[src/rtl/tap_trig_pkg.sv]
// Shared TAP trigger definitions: control-word layout and FSM state encodings.
package tap_trig_pkg;

  localparam int N_TAP_CTL_SIZE   = 18;
  localparam int CTL_TAP_THR_BITS = 14;

  // Bit layout of ctl, MSB first: trig_en, lt, et, gt, thr[13:0]
  typedef struct packed {
    logic                        trig_en;
    logic                        lt;
    logic                        et;
    logic                        gt;
    logic [CTL_TAP_THR_BITS-1:0] thr;
  } tap_ctl_t;

  localparam tap_ctl_t CTL_TAP_INIT = '0;

  typedef enum logic [1:0] {
    S_TAP_DISARMED = 2'd0,
    S_TAP_ARMED    = 2'd1,
    S_TAP_HOLDOFF  = 2'd2
  } tap_state_t;

endpackage

[src/rtl/tap_cmp.sv]
// Three-way unsigned threshold comparator; any enabled condition that holds raises hit.
module tap_cmp #(
  parameter int W = 14
) (
  input  logic         gt,
  input  logic         et,
  input  logic         lt,
  input  logic [W-1:0] data,
  input  logic [W-1:0] thr,
  output logic         hit
);

  assign hit = (gt & (data > thr)) | (et & (data == thr)) | (lt & (data < thr));

endmodule

[src/rtl/tap_trig.sv]
// Threshold trigger on an ADC stream: edge-detected match, holdoff FSM,
// saturating trigger counter and capture of the triggering sample.
module tap_trig
  import tap_trig_pkg::*;
#(
  parameter int P_ADC_BITS = 14,
  parameter int P_HOLDOFF  = 16,
  parameter int P_CNT_BITS = 32
) (
  input  logic                      clk,
  input  logic                      rst_n,
  input  logic [N_TAP_CTL_SIZE-1:0] ctl,
  input  logic                      adc_valid,
  input  logic [P_ADC_BITS-1:0]     adc_data,
  input  logic                      cnt_clr,
  output logic                      trig,
  output logic [P_ADC_BITS-1:0]     trig_sample,
  output logic [P_CNT_BITS-1:0]     trig_cnt,
  output logic                      armed
);

  localparam int HO_W = 16;
  localparam logic [HO_W-1:0] HO_LOAD = HO_W'(P_HOLDOFF - 1);

  tap_ctl_t              c;
  tap_state_t            state_q;
  tap_state_t            state_d;
  logic                  s1_valid;
  logic [P_ADC_BITS-1:0] s1_data;
  logic                  hit;
  logic                  prev_hit;
  logic                  rise;
  logic                  fire;
  logic                  force_prev;
  logic [HO_W-1:0]       ho_cnt;

  assign c = tap_ctl_t'(ctl);

  // Stage 1: register the incoming sample
  always_ff @(posedge clk or negedge rst_n) begin
    if (!rst_n) begin
      s1_valid <= 1'b0;
      s1_data  <= '0;
    end else begin
      s1_valid <= adc_valid;
      s1_data  <= adc_data;
    end
  end

  // Stage 2: live threshold compare and rising-edge detect
  tap_cmp #(.W(P_ADC_BITS)) u_cmp (
    .gt   (c.gt),
    .et   (c.et),
    .lt   (c.lt),
    .data (s1_data),
    .thr  (c.thr),
    .hit  (hit)
  );

  assign rise = s1_valid & hit & ~prev_hit;

  always_ff @(posedge clk or negedge rst_n) begin
    if (!rst_n) state_q <= S_TAP_DISARMED;
    else        state_q <= state_d;
  end

  always_comb begin
    state_d = state_q;
    if (!c.trig_en) begin
      state_d = S_TAP_DISARMED;
    end else begin
      unique case (state_q)
        S_TAP_DISARMED: state_d = S_TAP_ARMED;
        S_TAP_ARMED:    if (rise) state_d = S_TAP_HOLDOFF;
        S_TAP_HOLDOFF:  if (ho_cnt == '0) state_d = S_TAP_ARMED;
        default:        state_d = S_TAP_DISARMED;
      endcase
    end
  end

  // Arming forces prev_hit so a level already above threshold cannot fire
  always_comb begin
    armed      = 1'b0;
    fire       = 1'b0;
    force_prev = 1'b0;
    unique case (state_q)
      S_TAP_DISARMED: force_prev = c.trig_en;
      S_TAP_ARMED: begin
        armed = 1'b1;
        fire  = c.trig_en & rise;
      end
      default: ;
    endcase
  end

  always_ff @(posedge clk or negedge rst_n) begin
    if (!rst_n) begin
      prev_hit <= 1'b0;
      ho_cnt   <= '0;
    end else begin
      if (force_prev)    prev_hit <= 1'b1;
      else if (s1_valid) prev_hit <= hit;
      if (fire)                                             ho_cnt <= HO_LOAD;
      else if (state_q == S_TAP_HOLDOFF && ho_cnt != '0)    ho_cnt <= ho_cnt - 1'b1;
    end
  end

  // Stage 3: trigger pulse, sample capture and saturating count
  always_ff @(posedge clk or negedge rst_n) begin
    if (!rst_n) begin
      trig        <= 1'b0;
      trig_sample <= '0;
      trig_cnt    <= '0;
    end else begin
      trig <= fire;
      if (fire) trig_sample <= s1_data;
      if (cnt_clr)                        trig_cnt <= P_CNT_BITS'(fire);
      else if (fire && trig_cnt != '1)    trig_cnt <= trig_cnt + P_CNT_BITS'(1);
    end
  end

endmodule

[config.mk]
export PLATFORM = sky130hd
export DESIGN_NAME = tap_trig
export DESIGN_NICKNAME = d
export VERILOG_FILES = /design/src/rtl/tap_trig_pkg.sv /design/src/rtl/tap_cmp.sv /design/src/rtl/tap_trig.sv
export SDC_FILE = /design/constraint.sdc
export NUM_CORES = 1
export LEC_CHECK = 0
export BUFFER_PORTS_ARGS = -buffer_cell sky130_fd_sc_hd__buf_2
export CELL_PAD_IN_SITES_DETAIL_PLACEMENT = 1
export CELL_PAD_IN_SITES_GLOBAL_PLACEMENT = 2
export CORE_MARGIN = 5
export CORE_UTILIZATION = 34
export CTS_CLUSTER_DIAMETER = 100
export CTS_CLUSTER_SIZE = 8
export DETAILED_ROUTE_END_ITERATION = 6
export GPL_ROUTABILITY_DRIVEN = 0
export PLACE_DENSITY = 0.89
export SLEW_MARGIN = 0
export SYNTH_ARGS = -nofsm -noshare
export SYNTH_HDL_FRONTEND = slang
export SYNTH_SLANG_ARGS = --single-unit
[constraint.sdc]
create_clock -name clk -period 2.85 [get_ports clk]
set_input_delay 0.855 -clock clk [delete_from_list [all_inputs] [get_ports clk]]
set_output_delay 0.855 -clock clk [all_outputs]
set_load 0.02 [all_outputs]
==> results.md, run 1 <==
* Status: finished with violations
* Failing checks: negative setup slack
* Final setup viols at 37
* Sequential share of the synthesized area at 49.92%
* # H-tree levels at 3
* Max incr delay on CP at 0.40 ns
* I/O Buffers at 83
* Crit. End Element: flip-flop
* Finished Core Util at 45.39%
* Post-route ant nets at 0
* Cells after Synth at 402
* Hold Crit Class: reg -> reg
* Number of max-slew violations in the final report at 0
* Net Count, Synth at 454
* Setup ws final at -0.1628 ns
* Gr ovfl total at 0
* Chip height at 119.3 um
* Measured slew at the worst slew-check pin at 0.5808 ns
* Residual DRC count at 0
* Ys Warns at 0
* Combinational power share at 18.3%
* Clk sinks at 81
* Hold Violations, Final at 0
* Largest family of logic cells by synthesized area: simple AND/OR/NAND/NOR gates
* CP Cell Sequence: buf_2, inv_1, ha_1, a21oi_1, o21ai_0, a21oi_2, buf_4, a31o_2, nand3_4, buf_4, clkbuf_16, or4_1, a21oi_1
* Die area at 14230 sq um
* MaxCap Viol Count at 0
* Post-route insts no fill at 658
* Vias at 3489
* P_int at 2302 uW
* #FFs+latches synth at 81
* Initial antenna violation count at 0
* Filler cells at 1329
* Synth Area in Simple Gates at 22.28%
* DRT Pass-1 Iters at 4
* Starting Density at 34.23%
* Dpl cell area at 4890 sq um
* Psw at 935.1 uW
* Final period utilization at 105.7%
* Syn avg cell area at 10.10 sq um
* Die width at 119.3 um
* Clock latency on the worst-skew pair at 0.34 ns
* Design Power at 3237 uW
* CP Class: in -> reg
* Pwr/cell area at 601.2 nW/um^2
* Clock power frac at 36.5%
* Synthesis-to-finish area growth at 32.60%
* RSZ-0062 raised after global routing: true
* Reg power frac at 45.2%
* CP Data Required Time at 3.12 ns
* CTS Buf Count at 9
* First-pass GRT wire length at 19.00 mm
* Share of layout cells above drive strength 1 at 35.42%
* Post-synth cell types at 48
* I/O Pins at 84
* Switching share of total power at 28.89%
* HPWL Detailed at 8.055 mm
* Cell area after layout at 5384 sq um
* CTS clk-pin slew, worst paths at 0.06 ns
* Max_slew headroom at 61.28%
* Ant. Diodes at 0
* Final wirelength at 11.47 mm
* Drt wl/cell at 17.43 um
* Placed Cells at 633
* Core area at 11860 sq um
* Fmax at 331.9 MHz
* CP max FO at 8
* Compound-Gate Fraction of Synth Area at 11.86%
* Adder-Cell Fraction of Synth Area at 4.931%
* Nets at 558
* TritonCTS clock tree: done
* Worst IR drop on VDD at 348.9 uV
* Vias in the first global route at 3712
* Mux share of post-synthesis cell area at 4.407%
* Setup TNS at -2.106 ns
* # rows at 40
* Via/cell ratio at 5.302
* Slowest-stage cell, CP: or4_1
* Final min period at 3.013 ns
* Startpoint Class: primary input
* Final Skew at 0.005261 ns
* Cell area after synthesis at 4060 sq um
* Pleak at 0.002416 uW
* Max clock buf depth at 2
* Largest net degree at the start of global routing at 44
* Detailed Route Iter0 Violations at 115
* XOR/XNOR Fraction of Synth Area at 2.373%
* Tot GR Track Use at 16.70%
* Critical Path AT at 3.28 ns
* Root buffer cell: clkbuf_16
==> stage by stage <==
step | hold WS [ns] | setup WS [ns]
after detailed placement | 0.4936 | -0.5035
after CTS | 0.5111 | -0.07932
after global placement | 0.4877 | -0.4084
after floorplan | 0.4690 | -0.06450
after global routing | 0.5300 | -0.2538
final | 0.5048 | -0.1628
==> kinds of logic (layout without fill, tap and decap cells) <==
group,Yosys count,count (layout)
compound gates,86,86
xor+xnor,11,11
fa+ha+maj,16,16
buf+inv,39,147
flops,81,81
mux,16,16
simple gates,153,154
==> critical path: cells and delay by family <==
| family | cells | cell delay, ns |
|---|---|---|
| AO/OA/AOI/OAI | 5 | 0.89 |
| buffers and inverters | 5 | 0.62 |
| AND/OR/NAND/NOR | 2 | 0.59 |
| adder cells (fa/ha/maj) | 1 | 0.31 |
==> layout by cell type, fill, tap and decap left out, types with 6 or more instances in the layout <==
master,synthesis,layout
o31ai_1,11,8
a21oi_1,39,36
nand2_1,31,31
nor2_1,21,21
inv_1,23,15
ha_1,16,7
dfrtp_1,81,81
clkbuf_16,0,10
o21ai_0,27,27
or3_1,22,21
mux2_4,0,7
nand4_1,11,11
or4_1,11,9
ha_4,0,9
buf_4,1,17
and3_1,6,6
buf_6,2,9
xnor2_1,7,7
nand3_1,13,11
mux2_2,8,8
nor3_1,10,10
buf_2,5,77
==> path summary, 6_finish.rpt <==
path / startpoint / end / slack, ns / depth (start not counted)
setup / recovery: ctl[7] / trig_cnt[8]$_DFFE_PN0P_ / -0.16 / 13
hold reg to reg: prev_hit$_DFFE_PN0P_ / prev_hit$_DFFE_PN0P_ / 0.50 / 2
max in group asynchronous: rst_n / trig_cnt[1]$_DFFE_PN0P_ / 1.71 / 2
setup reg to reg: s1_data[4]$_DFF_PN0_ / trig_cnt[6]$_DFFE_PN0P_ / 0.04 / 11
hold / removal: prev_hit$_DFFE_PN0P_ / prev_hit$_DFFE_PN0P_ / 0.50 / 2
min in group asynchronous: rst_n / ho_cnt[6]$_DFFE_PN0P_ / 0.51 / 1
==> layer usage <==
| metal | GRT usage (%) | wire [um] |
|---|---|---|
| met2 | 27.27 | 5768 |
| met5 | 0 | 0 |
| met4 | 7.169 | 214 |
| met3 | 3.419 | 377 |
| met1 | 21.42 | 5111 |
==> state kept, by name, summed over array words and instances, names as in the netlist <==
signal / count
trig_sample: 14
s1_data: 14
state_q: 2
prev_hit: 1
trig: 1
s1_valid: 1
ho_cnt: 16
trig_cnt: 32
==> area by class of cell <==
type | instances | area [sq um] | area share [%]
multi-input combinational | 283 | 2078 | 38.60
sequential | 81 | 2027 | 37.65
timing repair buffer | 107 | 689.4 | 12.81
clock buffer | 11 | 242.7 | 4.508
tap | 147 | 183.9 | 3.416
inverter | 24 | 107.6 | 1.999
clock inverter | 5 | 55.05 | 1.023
==> cells in the mapped netlist, drive strengths merged <==
| library cell | count | area (sq um) |
|---|---|---|
| dfrtp | 81 | 2027 |
| a21oi | 39 | 195.2 |
| nand2 | 31 | 116.4 |
| o21ai | 27 | 135.1 |
| inv | 24 | 90.08 |
| nor2 | 22 | 85.09 |
| or3 | 22 | 137.6 |
| ha | 16 | 200.2 |
| mux2 | 15 | 168.9 |
| nand4 | 14 | 115.1 |
| nand3 | 13 | 65.06 |
| or4 | 13 | 105.1 |
| o31ai | 11 | 82.58 |
| nor3 | 10 | 50.05 |
| buf | 9 | 58.80 |
| and3 | 7 | 48.80 |
| xnor2 | 7 | 61.31 |
| clkbuf | 6 | 22.52 |
| nor4 | 5 | 58.80 |
| and4 | 4 | 35.03 |
| nor2b | 4 | 25.02 |
| xor2 | 4 | 35.03 |
| a21o | 2 | 15.01 |
| a31oi | 2 | 12.51 |
| and2 | 2 | 12.51 |
| nand3b | 2 | 15.01 |
| a211o | 1 | 8.760 |
| a21boi | 1 | 7.510 |
| a31o | 1 | 8.760 |
| a41oi | 1 | 8.760 |
| mux2i | 1 | 10.01 |
| nand2b | 1 | 6.260 |
| nor3b | 1 | 7.510 |
| nor4b | 1 | 15.01 |
| o211ai | 1 | 7.510 |
| or2 | 1 | 6.260 |
==> power groups by stage <==
| stage | Sequential (uW) | Combinational [uW] | Clock, uW |
|---|---|---|---|
| CTS | 1470 | 597 | 1210 |
| global placement | 1470 | 552 | 0 |
| global route | 1490 | 656 | 1260 |
| detailed placement | 1480 | 585 | 0 |
| finish | 1460 | 594 | 1180 |
| floorplan | 1540 | 298 | 0 |
==> timing repair <==
action	4_1_cts	5_1_grt
cloned	1	3
endpoints found under the setup margin	37	57
resized for setup	13	14
pin swaps	5	5
setup buffers	2	3
hold buffers	0	0
Power figures use the tool's default switching activity.
==> run 2: changes to the inputs <==
--- a/config.mk
+++ b/config.mk
@@ -15,6 +15,7 @@
 export DETAILED_ROUTE_END_ITERATION = 6
 export GPL_ROUTABILITY_DRIVEN = 0
 export PLACE_DENSITY = 0.89
+export RECOVER_POWER = 50
 export SLEW_MARGIN = 0
 export SYNTH_ARGS = -nofsm -noshare
 export SYNTH_HDL_FRONTEND = slang
==> run 2 against run 1 <==
Net effect: the run still ends with negative setup slack left; clock skew barely moved; sequential share of layout area rose by 0.12 points; clock power barely moved; clock-buffer cell count did not move; register-to-register slack barely moved; critical path depth did not move; maximum frequency barely moved; largest cell class unchanged; highest routed layer unchanged.
==> results.md, run 2 (synthesis results as in run 1) <==
* Core area at 11860 sq um (unchanged)
* Die width at 119.3 um (unchanged)
* Top flop regs: trig_cnt x32, ho_cnt x16
* CTS clk-pin slew, worst paths at 0.06 ns (about the same)
* Synthesis-to-finish area growth at 32.17%
* Worst IR drop on VDD at 348.5 uV (-0.11%)
* I/O Buffers at 83 (unchanged)
* Root buffer cell: clkbuf_16
* # rows at 40 (unchanged)
* Placed Cells at 633 (unchanged)
* Tot GR Track Use at 16.70% (unchanged)
* Failing checks: negative setup slack
* Startpoint Class: primary input
* M1 WL at 5.135 mm (+0.47%)
* TritonCTS clock tree: done
* Critical Path AT at 3.28 ns (about the same)
* Starting Density at 34.23% (unchanged)
* CP Cell Sequence: buf_2, inv_1, ha_1, a21oi_1, o21ai_0, a21oi_2, buf_4, a31o_2, nand3_4, buf_4, clkbuf_16, or4_1, a21oi_1
* Number of max-slew violations in the final report at 0 (unchanged)
* RSZ-0062 raised after global routing: true
* Max clock buf depth at 2 (unchanged)
* Capture point of the worst reg-to-reg path: trig_cnt[6]$_DFFE_PN0P_
* Nets at 558 (unchanged)
* Via/cell ratio at 5.307 (about the same)
* Clock latency on the worst-skew pair at 0.34 ns (about the same)
* Detailed Route Iter0 Violations at 116 (+0.87%)
* WHS Path Cells at 2 (unchanged)
* I/O Pins at 84 (unchanged)
* Chip height at 119.3 um (unchanged)
* Final setup viols at 37 (unchanged)
* Slowest-stage cell, CP: or4_1
* Residual DRC count at 0 (unchanged)
* Fmax at 332.2 MHz (about the same)
* Final wirelength at 11.49 mm (+0.13%)
* Filler cells at 1332 (+0.23%)
* Pwr/cell area at 602.7 nW/um^2 (+0.26%)
* Setup TNS at -2.101 ns (+0.005380 ns)
* Final Skew at 0.005246 ns (-0.00001457 ns)
* Design Power at 3235 uW (about the same)
* Drt wl/cell at 17.46 um (+0.13%)
* Combinational power share at 18.3% (about the same)
* Hold WS at 0.5048 ns (+0.000005000 ns)
* Hold Violations, Final at 0 (unchanged)
* Share of layout cells above drive strength 1 at 35.42% (unchanged)
* Hold wc startpoint: prev_hit$_DFFE_PN0P_
* Most frequent cells in the layout: dfrtp_1, buf_2, a21oi_1, nand2_1, o21ai_0
* Most common cell after layout, fill and taps aside: dfrtp_1
* P_int at 2299 uW (-0.12%)
* R2r setup slk at 0.04 ns (about the same)
* Die area at 14230 sq um (unchanged)
* CP max FO at 8 (unchanged)
* Ant. Diodes at 0 (unchanged)
* Post-route insts no fill at 658 (unchanged)
* Reg power frac at 45.2% (about the same)
* Worst hold endpoint: prev_hit$_DFFE_PN0P_
* Final period utilization at 105.6% (about the same)
* Vias at 3492 (+0.086%)
* Setup ws final at -0.1605 ns (+0.002284 ns)
* Crit. End Element: flip-flop
* Max_slew headroom at 26.28% (-35 points)
* Vias in the first global route at 3712 (unchanged)
* CP Class: in -> reg
* Final min period at 3.011 ns (-0.002284 ns)
* Clk sinks at 81 (unchanged)
* HPWL Detailed at 8.055 mm (unchanged)
* Switching share of total power at 28.93% (+0.040 points)
* Largest Register: trig_cnt
* Hold Crit Class: reg -> reg
* Psw at 935.8 uW (about the same)
* Beginning of the worst register-to-register path: s1_data[4]$_DFF_PN0_
* Post-route ant nets at 0 (unchanged)
* First-pass GRT wire length at 19.00 mm (unchanged)
* Max incr delay on CP at 0.40 ns (about the same)
* Pleak at 0.002410 uW (-0.24%)
* MaxCap Viol Count at 0 (unchanged)
* DRT Pass-1 Iters at 4 (unchanged)
* CTS Hold Bufs at 0 (unchanged)
* Met3 routed WL at 367 um (-2.7%)
* DR top layer: met4
* CP Data Required Time at 3.12 ns (about the same)
* Met2 routed WL at 5.769 mm (about the same)
* Measured slew at the worst slew-check pin at 1.106 ns (+0.5250 ns)
* Gr ovfl total at 0 (unchanged)
* Number of flip-flops in the largest register at 32 (unchanged)
* Largest net degree at the start of global routing at 44 (unchanged)
* Status: finished with violations
* Clock power frac at 36.5% (about the same)
* CTS Buf Count at 9 (unchanged)
* R2R cell count at 11 (unchanged)
* # H-tree levels at 3 (unchanged)
* Initial antenna violation count at 0 (unchanged)
-- run 2: timing repair --
item / 4_1_cts / 5_1_grt
gates cloned: 1 / 3
resized for setup: 13 / 14
pin swaps: 5 / 5
endpoints found under the setup margin: 37 / 57
setup buffers: 2 / 3
-- run 2: layer usage --
metal	vias up	track usage [%]
li1	1665	-
met1	1769	21.42
met2	47	27.27
met3	11	3.419
met4	0	7.169
met5	-	0
-- run 2: cell type report --
cell class | count | area, sq um | share of cell area [%]
Timing Repair Buffer | 107 | 671.9 | 12.52
Inverter | 24 | 107.6 | 2.005
Clock buffer | 11 | 242.7 | 4.523
Multi-Input combinational cell | 283 | 2078 | 38.73
Tap cell | 147 | 183.9 | 3.427
Clock inverter | 5 | 55.05 | 1.026
Sequential cell | 81 | 2027 | 37.77
-- run 2: per-stage QoR --
stage               setup WS (ns)  util (%)  area [sq um]
detailed placement        -0.5035     41.22          4890
CTS                      -0.07932     44.41          5268
global placement          -0.4084     41.22          4890
finish                    -0.1605     45.24          5366
global route              -0.2538     45.24          5366
floorplan                -0.06450         -          4260
-- run 2: worst max path at each step --
stage / slack, ns / cells past startpoint / startpoint / end
after global routing: -0.25 / 13 / ctl[7] / trig_cnt[8]$_DFFE_PN0P_
after CTS: -0.08 / 11 / ctl[3] / trig_cnt[29]$_DFFE_PN0P_
after detailed placement: -0.50 / 11 / ctl[13] / trig_cnt[31]$_DFFE_PN0P_
final: -0.16 / 13 / ctl[7] / trig_cnt[8]$_DFFE_PN0P_
after global placement: -0.41 / 11 / ctl[13] / trig_cnt[23]$_DFFE_PN0P_
after floorplan: -0.06 / 11 / ctl[13] / trig_sample[3]$_DFFE_PN0P_
-- run 2: worst max-delay path, delay by kind of cell --
family                     cells  cell delay, ns
and+or+nand+nor                2            0.59
AOI/OAI and AO/OA              5            0.89
buffers and inverters          5            0.62
adders and majority gates      1            0.31
-- run 2: power by group through the flow --
stage	Combinational [uW]	Sequential [uW]	Clock, uW
global route	652	1490	1260
finish	590	1460	1180
floorplan	298	1540	0
CTS	597	1470	1210
global placement	552	1470	0
detailed placement	585	1480	0
